===== src/rtl/bk_mem_arbiter_if.sv =====
// Bundles the CPU bus, video fetch and SRAM pin groups of the BK memory arbiter.
// No logic and no latency; it only carries signals.
// Flow control: CPU level strobes with cpu_rdy, video level request with a vid_ack pulse.
`timescale 1ns/1ps
interface bk_mem_arbiter_if #(
    parameter int ADDR_W = 14
);
    // CPU bus port
    logic              cpu_rd;
    logic              cpu_wt;
    logic              cpu_byte;
    logic [15:0]       cpu_adr;
    logic [15:0]       cpu_out;
    logic [15:0]       cpu_in;
    logic              cpu_rdy;
    // Video scan-out fetcher
    logic              vid_req;
    logic [ADDR_W-1:0] vid_adr;
    logic              vid_ack;
    logic [15:0]       vid_data;
    // External SRAM pins
    logic [ADDR_W-1:0] sram_a;
    logic [15:0]       sram_d_i;
    logic [15:0]       sram_d_o;
    logic              sram_d_oe;
    logic              sram_we_n;
    logic              sram_oe_n;
    logic              sram_ub_n;
    logic              sram_lb_n;

    // Arbiter side
    modport slave (
        input  cpu_rd, cpu_wt, cpu_byte, cpu_adr, cpu_out,
        output cpu_in, cpu_rdy,
        input  vid_req, vid_adr,
        output vid_ack, vid_data,
        output sram_a, sram_d_o, sram_d_oe, sram_we_n, sram_oe_n, sram_ub_n, sram_lb_n,
        input  sram_d_i
    );

    // Requester / memory side
    modport master (
        output cpu_rd, cpu_wt, cpu_byte, cpu_adr, cpu_out,
        input  cpu_in, cpu_rdy,
        output vid_req, vid_adr,
        input  vid_ack, vid_data,
        input  sram_a, sram_d_o, sram_d_oe, sram_we_n, sram_oe_n, sram_ub_n, sram_lb_n,
        output sram_d_i
    );
endinterface


===== src/rtl/bk_mem_arbiter.sv =====
// Shares one 16-bit SRAM between the BK CPU port and the video fetcher, video first with CPU/video alternation.
// Latency: grant 1 clock after the request is seen in IDLE; cpu_rdy / vid_ack registered WAIT_STATES+1 clocks after grant.
// Backpressure: CPU stalls on its level strobes until cpu_rdy; video holds vid_req until vid_ack. Optional MEM_ARB_STATS_EN adds cpu_stall_cnt.
`timescale 1ns/1ps
module bk_mem_arbiter #(
    parameter int WAIT_STATES = 1,
    parameter int ADDR_W      = 14
) (
    input  logic        m_clock,
    input  logic        p_reset,
    bk_mem_arbiter_if.slave bus
`ifdef MEM_ARB_STATS_EN
    ,
    output logic [15:0] cpu_stall_cnt
`endif
);

    typedef enum logic [1:0] {
        IDLE     = 2'd0,
        ACCESS   = 2'd1,
        CPU_HOLD = 2'd2
    } state_t;

    localparam int WC_W = (WAIT_STATES > 0) ? $clog2(WAIT_STATES + 1) : 1;
    localparam logic [WC_W-1:0] WC_LAST = WC_W'(WAIT_STATES);

    state_t            state;
    state_t            state_nxt;
    logic [WC_W-1:0]   wait_cnt;
    logic              last_vid;   // last grant went to video; CPU wins the next tie
    logic              cur_vid;    // access in progress belongs to video
    logic              cur_wr;     // access in progress is a write
    logic              cur_ub_n;
    logic              cur_lb_n;
    logic              wr_hold;    // first clock after a write ACCESS, keeps data on the bus with zero wait states
    logic              cpu_pend;
    logic              grant_vid;
    logic              grant_cpu;
    logic              acc_last;
    logic              unused_cpu_adr;

    // Address bits above the RAM window are decoded outside this block.
    assign unused_cpu_adr = ^bus.cpu_adr[15:ADDR_W+1];

    assign cpu_pend = (bus.cpu_rd | bus.cpu_wt) & ~bus.cpu_rdy;
    assign acc_last = (wait_cnt == WC_LAST);

    // IDLE arbitration: video first unless it had the previous grant and the CPU is waiting
    always_comb begin
        grant_vid = 1'b0;
        grant_cpu = 1'b0;
        if (state == IDLE) begin
            if (bus.vid_req && cpu_pend) begin
                if (last_vid) grant_cpu = 1'b1;
                else          grant_vid = 1'b1;
            end else if (bus.vid_req) begin
                grant_vid = 1'b1;
            end else if (cpu_pend) begin
                grant_cpu = 1'b1;
            end
        end
    end

    // State register
    always_ff @(posedge m_clock or posedge p_reset) begin
        if (p_reset) state <= IDLE;
        else         state <= state_nxt;
    end

    // Next-state logic
    always_comb begin
        state_nxt = state;
        case (state)
            IDLE:     if (grant_vid || grant_cpu) state_nxt = ACCESS;
            ACCESS:   if (acc_last) state_nxt = cur_vid ? IDLE : CPU_HOLD;
            CPU_HOLD: if (!bus.cpu_rd && !bus.cpu_wt) state_nxt = IDLE;
            default:  state_nxt = IDLE;
        endcase
    end

    // Grant latching, access timing and registered completion strobes
    always_ff @(posedge m_clock or posedge p_reset) begin
        if (p_reset) begin
            wait_cnt     <= '0;
            last_vid     <= 1'b0;
            cur_vid      <= 1'b0;
            cur_wr       <= 1'b0;
            cur_ub_n     <= 1'b1;
            cur_lb_n     <= 1'b1;
            wr_hold      <= 1'b0;
            bus.sram_a   <= '0;
            bus.sram_d_o <= '0;
            bus.cpu_in   <= '0;
            bus.vid_data <= '0;
            bus.cpu_rdy  <= 1'b0;
            bus.vid_ack  <= 1'b0;
        end else begin
            bus.vid_ack <= 1'b0;
            wr_hold     <= (state == ACCESS) && acc_last && cur_wr;
            case (state)
                IDLE: begin
                    wait_cnt <= '0;
                    if (grant_vid) begin
                        last_vid   <= 1'b1;
                        cur_vid    <= 1'b1;
                        cur_wr     <= 1'b0;
                        cur_ub_n   <= 1'b0;
                        cur_lb_n   <= 1'b0;
                        bus.sram_a <= bus.vid_adr;
                    end else if (grant_cpu) begin
                        last_vid     <= 1'b0;
                        cur_vid      <= 1'b0;
                        cur_wr       <= bus.cpu_wt;    // rd+wt together is a write
                        bus.sram_a   <= bus.cpu_adr[ADDR_W:1];
                        bus.sram_d_o <= bus.cpu_out;
                        if (bus.cpu_wt && bus.cpu_byte) begin
                            cur_ub_n <= ~bus.cpu_adr[0];
                            cur_lb_n <=  bus.cpu_adr[0];
                        end else begin
                            cur_ub_n <= 1'b0;
                            cur_lb_n <= 1'b0;
                        end
                    end
                end
                ACCESS: begin
                    if (acc_last) begin
                        if (cur_vid) begin
                            bus.vid_data <= bus.sram_d_i;
                            bus.vid_ack  <= 1'b1;
                        end else begin
                            if (!cur_wr) bus.cpu_in <= bus.sram_d_i;
                            bus.cpu_rdy <= 1'b1;
                        end
                    end else begin
                        wait_cnt <= wait_cnt + 1'b1;
                    end
                end
                CPU_HOLD: begin
                    if (!bus.cpu_rd && !bus.cpu_wt) bus.cpu_rdy <= 1'b0;
                end
                default: ;
            endcase
        end
    end

    // SRAM strobes decoded from state so reset releases them asynchronously
    always_comb begin
        bus.sram_we_n = 1'b1;
        bus.sram_oe_n = 1'b1;
        bus.sram_ub_n = 1'b1;
        bus.sram_lb_n = 1'b1;
        bus.sram_d_oe = 1'b0;
        if (state == ACCESS) begin
            bus.sram_ub_n = cur_ub_n;
            bus.sram_lb_n = cur_lb_n;
            if (cur_wr) begin
                bus.sram_d_oe = 1'b1;
                // WE rises one clock before ACCESS ends so data is held past it
                if (WAIT_STATES == 0 || !acc_last) bus.sram_we_n = 1'b0;
            end else begin
                bus.sram_oe_n = 1'b0;
            end
        end else if (WAIT_STATES == 0 && wr_hold) begin
            bus.sram_d_oe = 1'b1;
        end
    end

`ifdef MEM_ARB_STATS_EN
    logic [15:0] stall_cnt;
    logic        stall_evt;

    assign stall_evt     = (grant_vid && cpu_pend) || (state == ACCESS && cur_vid && cpu_pend);
    assign cpu_stall_cnt = stall_cnt;

    // Saturating count of clocks the CPU loses to video
    always_ff @(posedge m_clock or posedge p_reset) begin
        if (p_reset)                             stall_cnt <= '0;
        else if (stall_evt && stall_cnt != 16'hFFFF) stall_cnt <= stall_cnt + 16'd1;
    end
`endif

endmodule


===== src/flat_wrapper.sv =====
// flat-port wrapper written by rule: the top's interface ports become plain ports
module bk_mem_arbiter_flat 
#(
    parameter int WAIT_STATES = 1,
    parameter int ADDR_W      = 14
)
  (m_clock, p_reset, bus_cpu_rd, bus_cpu_wt, bus_cpu_byte, bus_cpu_adr, bus_cpu_out, bus_cpu_in, bus_cpu_rdy, bus_vid_req, bus_vid_adr, bus_vid_ack, bus_vid_data, bus_sram_a, bus_sram_d_o, bus_sram_d_oe, bus_sram_we_n, bus_sram_oe_n, bus_sram_ub_n, bus_sram_lb_n, bus_sram_d_i);
  bk_mem_arbiter_if #(.ADDR_W(ADDR_W)) bus_i ();
  input  logic m_clock;
  input  logic p_reset;
  input wire logic [$bits(bus_i.cpu_rd)-1:0] bus_cpu_rd;
  input wire logic [$bits(bus_i.cpu_wt)-1:0] bus_cpu_wt;
  input wire logic [$bits(bus_i.cpu_byte)-1:0] bus_cpu_byte;
  input wire logic [$bits(bus_i.cpu_adr)-1:0] bus_cpu_adr;
  input wire logic [$bits(bus_i.cpu_out)-1:0] bus_cpu_out;
  output wire logic [$bits(bus_i.cpu_in)-1:0] bus_cpu_in;
  output wire logic [$bits(bus_i.cpu_rdy)-1:0] bus_cpu_rdy;
  input wire logic [$bits(bus_i.vid_req)-1:0] bus_vid_req;
  input wire logic [$bits(bus_i.vid_adr)-1:0] bus_vid_adr;
  output wire logic [$bits(bus_i.vid_ack)-1:0] bus_vid_ack;
  output wire logic [$bits(bus_i.vid_data)-1:0] bus_vid_data;
  output wire logic [$bits(bus_i.sram_a)-1:0] bus_sram_a;
  output wire logic [$bits(bus_i.sram_d_o)-1:0] bus_sram_d_o;
  output wire logic [$bits(bus_i.sram_d_oe)-1:0] bus_sram_d_oe;
  output wire logic [$bits(bus_i.sram_we_n)-1:0] bus_sram_we_n;
  output wire logic [$bits(bus_i.sram_oe_n)-1:0] bus_sram_oe_n;
  output wire logic [$bits(bus_i.sram_ub_n)-1:0] bus_sram_ub_n;
  output wire logic [$bits(bus_i.sram_lb_n)-1:0] bus_sram_lb_n;
  input wire logic [$bits(bus_i.sram_d_i)-1:0] bus_sram_d_i;
  assign bus_i.cpu_rd = bus_cpu_rd;
  assign bus_i.cpu_wt = bus_cpu_wt;
  assign bus_i.cpu_byte = bus_cpu_byte;
  assign bus_i.cpu_adr = bus_cpu_adr;
  assign bus_i.cpu_out = bus_cpu_out;
  assign bus_cpu_in = bus_i.cpu_in;
  assign bus_cpu_rdy = bus_i.cpu_rdy;
  assign bus_i.vid_req = bus_vid_req;
  assign bus_i.vid_adr = bus_vid_adr;
  assign bus_vid_ack = bus_i.vid_ack;
  assign bus_vid_data = bus_i.vid_data;
  assign bus_sram_a = bus_i.sram_a;
  assign bus_sram_d_o = bus_i.sram_d_o;
  assign bus_sram_d_oe = bus_i.sram_d_oe;
  assign bus_sram_we_n = bus_i.sram_we_n;
  assign bus_sram_oe_n = bus_i.sram_oe_n;
  assign bus_sram_ub_n = bus_i.sram_ub_n;
  assign bus_sram_lb_n = bus_i.sram_lb_n;
  assign bus_i.sram_d_i = bus_sram_d_i;
  bk_mem_arbiter #(.WAIT_STATES(WAIT_STATES), .ADDR_W(ADDR_W)) u_core (.m_clock(m_clock), .p_reset(p_reset), .bus(bus_i));
endmodule

===== config.mk =====
export PLATFORM = sky130hd
export DESIGN_NAME = bk_mem_arbiter_flat
export DESIGN_NICKNAME = d
export VERILOG_FILES = /design/src/rtl/bk_mem_arbiter_if.sv /design/src/rtl/bk_mem_arbiter.sv /design/src/flat_wrapper.sv
export SDC_FILE = /design/constraint.sdc
export NUM_CORES = 1
export LEC_CHECK = 0
export ABC_AREA = 1
export BUFFER_PORTS_ARGS = -buffer_cell sky130_fd_sc_hd__buf_2
export CAP_MARGIN = 20
export CORE_UTILIZATION = 51
export CTS_CLUSTER_SIZE = 24
export DETAILED_ROUTE_END_ITERATION = 8
export PLACE_DENSITY_LB_ADDON = 0.12
export SETUP_SLACK_MARGIN = 0.2
export SLEW_MARGIN = 20
export SYNTH_ARGS = -nofsm -noshare
export SYNTH_HDL_FRONTEND = slang
export SYNTH_SLANG_ARGS = --single-unit

===== constraint.sdc =====
create_clock -name m_clock -period 5.95 [get_ports m_clock]
set_input_delay 0.2975 -clock m_clock [delete_from_list [all_inputs] [get_ports m_clock]]
set_output_delay 0.2975 -clock m_clock [all_outputs]
set_load 0.01 [all_outputs]

==> results.md <==
- # IOs: 137
- Max Root-Sink Buffers: 2
- RSZ-0062 raised after global routing: no
- Final layout net count: 566
- CTS clk-pin slew, worst paths: 0.08 ns
- Wire per inst: 12.4 um
- Final hold vios: 0
- Max VDD drop: 0.340 mV
- Die area: 0.00637 mm2
- WP depth: 7
- CTS tree: built
- DP HPWL: 4.73 mm
- Clock skew: 0.0101 ns
- DRT Wirelength: 7.12 mm
- Placer Congestion: 0.805
- Startpoint class of the critical path: register
- Num rows: 27
- Top-count cell post-synth: nand2_1
- Register area: 0.00178 mm2
- Most used cell, CP: nand2_1
- Die Y: 79.8 um
- Status: completed
- # hold bufs at CTS: 0
- ANT cells: 0
- FF+latch count, synth: 71
- Vias in the first global route: 2613
- Measured slew at the worst slew-check pin: 0.886 ns
- Via count: 2797
- Reg2Reg Depth: 7
- Final worst-path cycle share: 0.301
- GR Util All Layers: 0.240
- # Max-Cap Violations: 0
- Worst Path Arrival: 2.06 ns
- Fill cell count: 483
- Area grow syn2layout: 30.7%
- Global-route wire length before repair: 11.6 mm
- Setup TNS Final: 0 ns
- Die width: 79.8 um
- Post-Syn Nets: 432
- Grt ovf: 0
- Drt pass-1 iters: 4
- Min-Delay Path Depth: 3
- PD cells: 548 mW/mm2
- Max incr delay on CP: 0.42 ns
- Input/output buffers: 135
- Largest delay share family, worst path: simple AND/OR/NAND/NOR gates
- # setup viols final: 0
- Mapped Avg Cell Area: 8.48 um2
- Crit path max fanout: 19
- Leakage power: 2.41 nW
- PostCTS Resize Cnt: 0
- Synth top area cells: dfrtp_1 (56%), nand2_1 (15%), nand3_1 (7.9%), inv_1 (6.4%), o21ai_0 (5.5%)
- H-tree lvl count: 3
- CP Class: register to register
- Synthesized netlist cell count: 364
- CTS Sinks: 71
- Critical Path RT: 6.22 ns
- HP Class: input port to register
- Layout cell share with drive strength beyond 1: 0.339
- Area leader, netlist: dfrtp_1
- Critical Path, Cell by Cell: inv_1 -> nand3_2 -> nand2_4 -> nand2_8 -> inv_6 -> nand2_1 -> nand2_1
- 1st-iter DRT viols: 137
- Initial antenna violation count: 0
- Final min period: 1.79 ns
- Synth warn: 0
- Critical path buffers and inverters: 2
- Post-synth top area share: 0.559
- Crit end category: register
- CORE AREA: 0.00568 mm2
- Starting density of the core: 0.544
- Final Max Tran Viols: 0
- DRC Markers: 0
- CTS Buf Count: 9
- Largest net degree at the start of global routing: 72
- Most frequent cells after synthesis: nand2_1 (121), dfrtp_1 (69), inv_1 (53)
- Setup bufs post-CTS: 0
- Sequential share of the synthesized area: 0.576
- Distinct cells, synth: 23
- Top achievable clock speed: 0.558 GHz
- Rel. slew slack: 0.410
- Post-synth EDFFs: 0
- Hold slack: 0.184 ns
- Vias per cell: 4.87
- Mapped Area: 0.00309 mm2
- Antenna violation net count after detailed routing: 0
- Async S/R FF share, synth: 1.00
- CP max stage cell: dfrtp_1
- Worst-Skew Late Latency: 0.34 ns
- Area of the multi-input gates: 0.00102 mm2
- Root Driver: clkbuf_8
- Top FF cell, synth: dfrtp_1
## where the power goes
group,switching (mW),internal [mW]
clock,0.182,0.275
sequential,0.126,0.721
combinational,0.569,0.336
## final cells by class
cell class	instances	area share
well taps	72	0.0223
repair buffers	137	0.171
clock buffers	9	0.0307
multi-input cells	222	0.253
flip-flops and latches	71	0.441
clock inverters	6	0.0273
inverters	57	0.0543
## sequential cells by signal (all words and copies together), names as in the netlist, 2 cells and up
register / flops
u_core.bus.cpu_in: 16
u_core.bus.sram_d_o: 16
u_core.bus.vid_data: 16
u_core.bus.sram_a: 14
u_core.state: 2
## per-stage QoR
stage / setup WS [ns] / cell area [um2] / instances / utilization / total power, mW
after global placement: 3.95 / 3800 / 559 / 0.669 / 1.73
after detailed placement: 3.89 / 3800 / 559 / 0.669 / 1.76
after CTS: 3.86 / 4030 / 574 / 0.710 / 2.23
after floorplan: 3.86 / 3090 / 364 / - / 1.42
final: 4.16 / 4040 / 574 / 0.711 / 2.21
after global routing: 3.99 / 4040 / 574 / 0.711 / 2.38
## routing by layer
layer / track usage / share of wire / vias to the layer above
li1: - / - / 1392
met1: 0.308 / 0.45 / 1297
met2: 0.389 / 0.48 / 95
met3: 0.0480 / 0.057 / 13
met4: 0.114 / 0.018 / 0
met5: 0 / 0 / -
## worst register-to-register path: cells and delay by family (launching register included)
family | cells | cell delay, ns
flops | 1 | 0.42
simple gates | 5 | 1.03
buf+inv | 2 | 0.29
## logic make-up (layout without fill, tap and decap cells)
family                 Yosys count  after routing  synth area share
DFF                             71             71             0.576
and+or+nand+nor                186            186             0.266
AOI/OAI and AO/OA               36             36            0.0632
buffers and inverters           71            209            0.0944
## path summary, 6_finish.rpt
path	from	end	slack, ns
min	bus_cpu_out[1]	u_core.bus.sram_d_o[1]	0.18
max in group asynchronous	p_reset	u_core.bus.vid_data[10]	5.15
max	u_core.bus.cpu_rdy	u_core.bus.sram_a[4]	4.16
max reg2reg	u_core.bus.cpu_rdy	u_core.bus.sram_a[4]	4.16
min reg2reg	u_core.cur_lb_n	u_core.cur_lb_n	0.47
min in group asynchronous	p_reset	u_core.bus.sram_d_o[12]	0.22
## layout by cell type, fill, tap and decap left out
cell	netlist	final
buf_2	7	135
nand2_1	121	121
dfrtp_1	69	69
inv_1	53	52
nand3_1	49	48
o21ai_0	34	34
clkbuf_8	0	9
nor2_1	6	6
inv_2	3	4
bufinv_16	0	3
nor2_4	2	2
nand2_4	2	2
nand3_2	1	2
or2_2	2	2
clkinvlp_4	0	2
buf_4	1	2
dfstp_2	2	2
a32oi_1	1	1
a21oi_4	1	1
nand2_2	1	1
nand2_8	1	1
inv_6	1	1
nand4_1	1	1
clkinv_2	0	1
(Power assumes the default switching activity.)
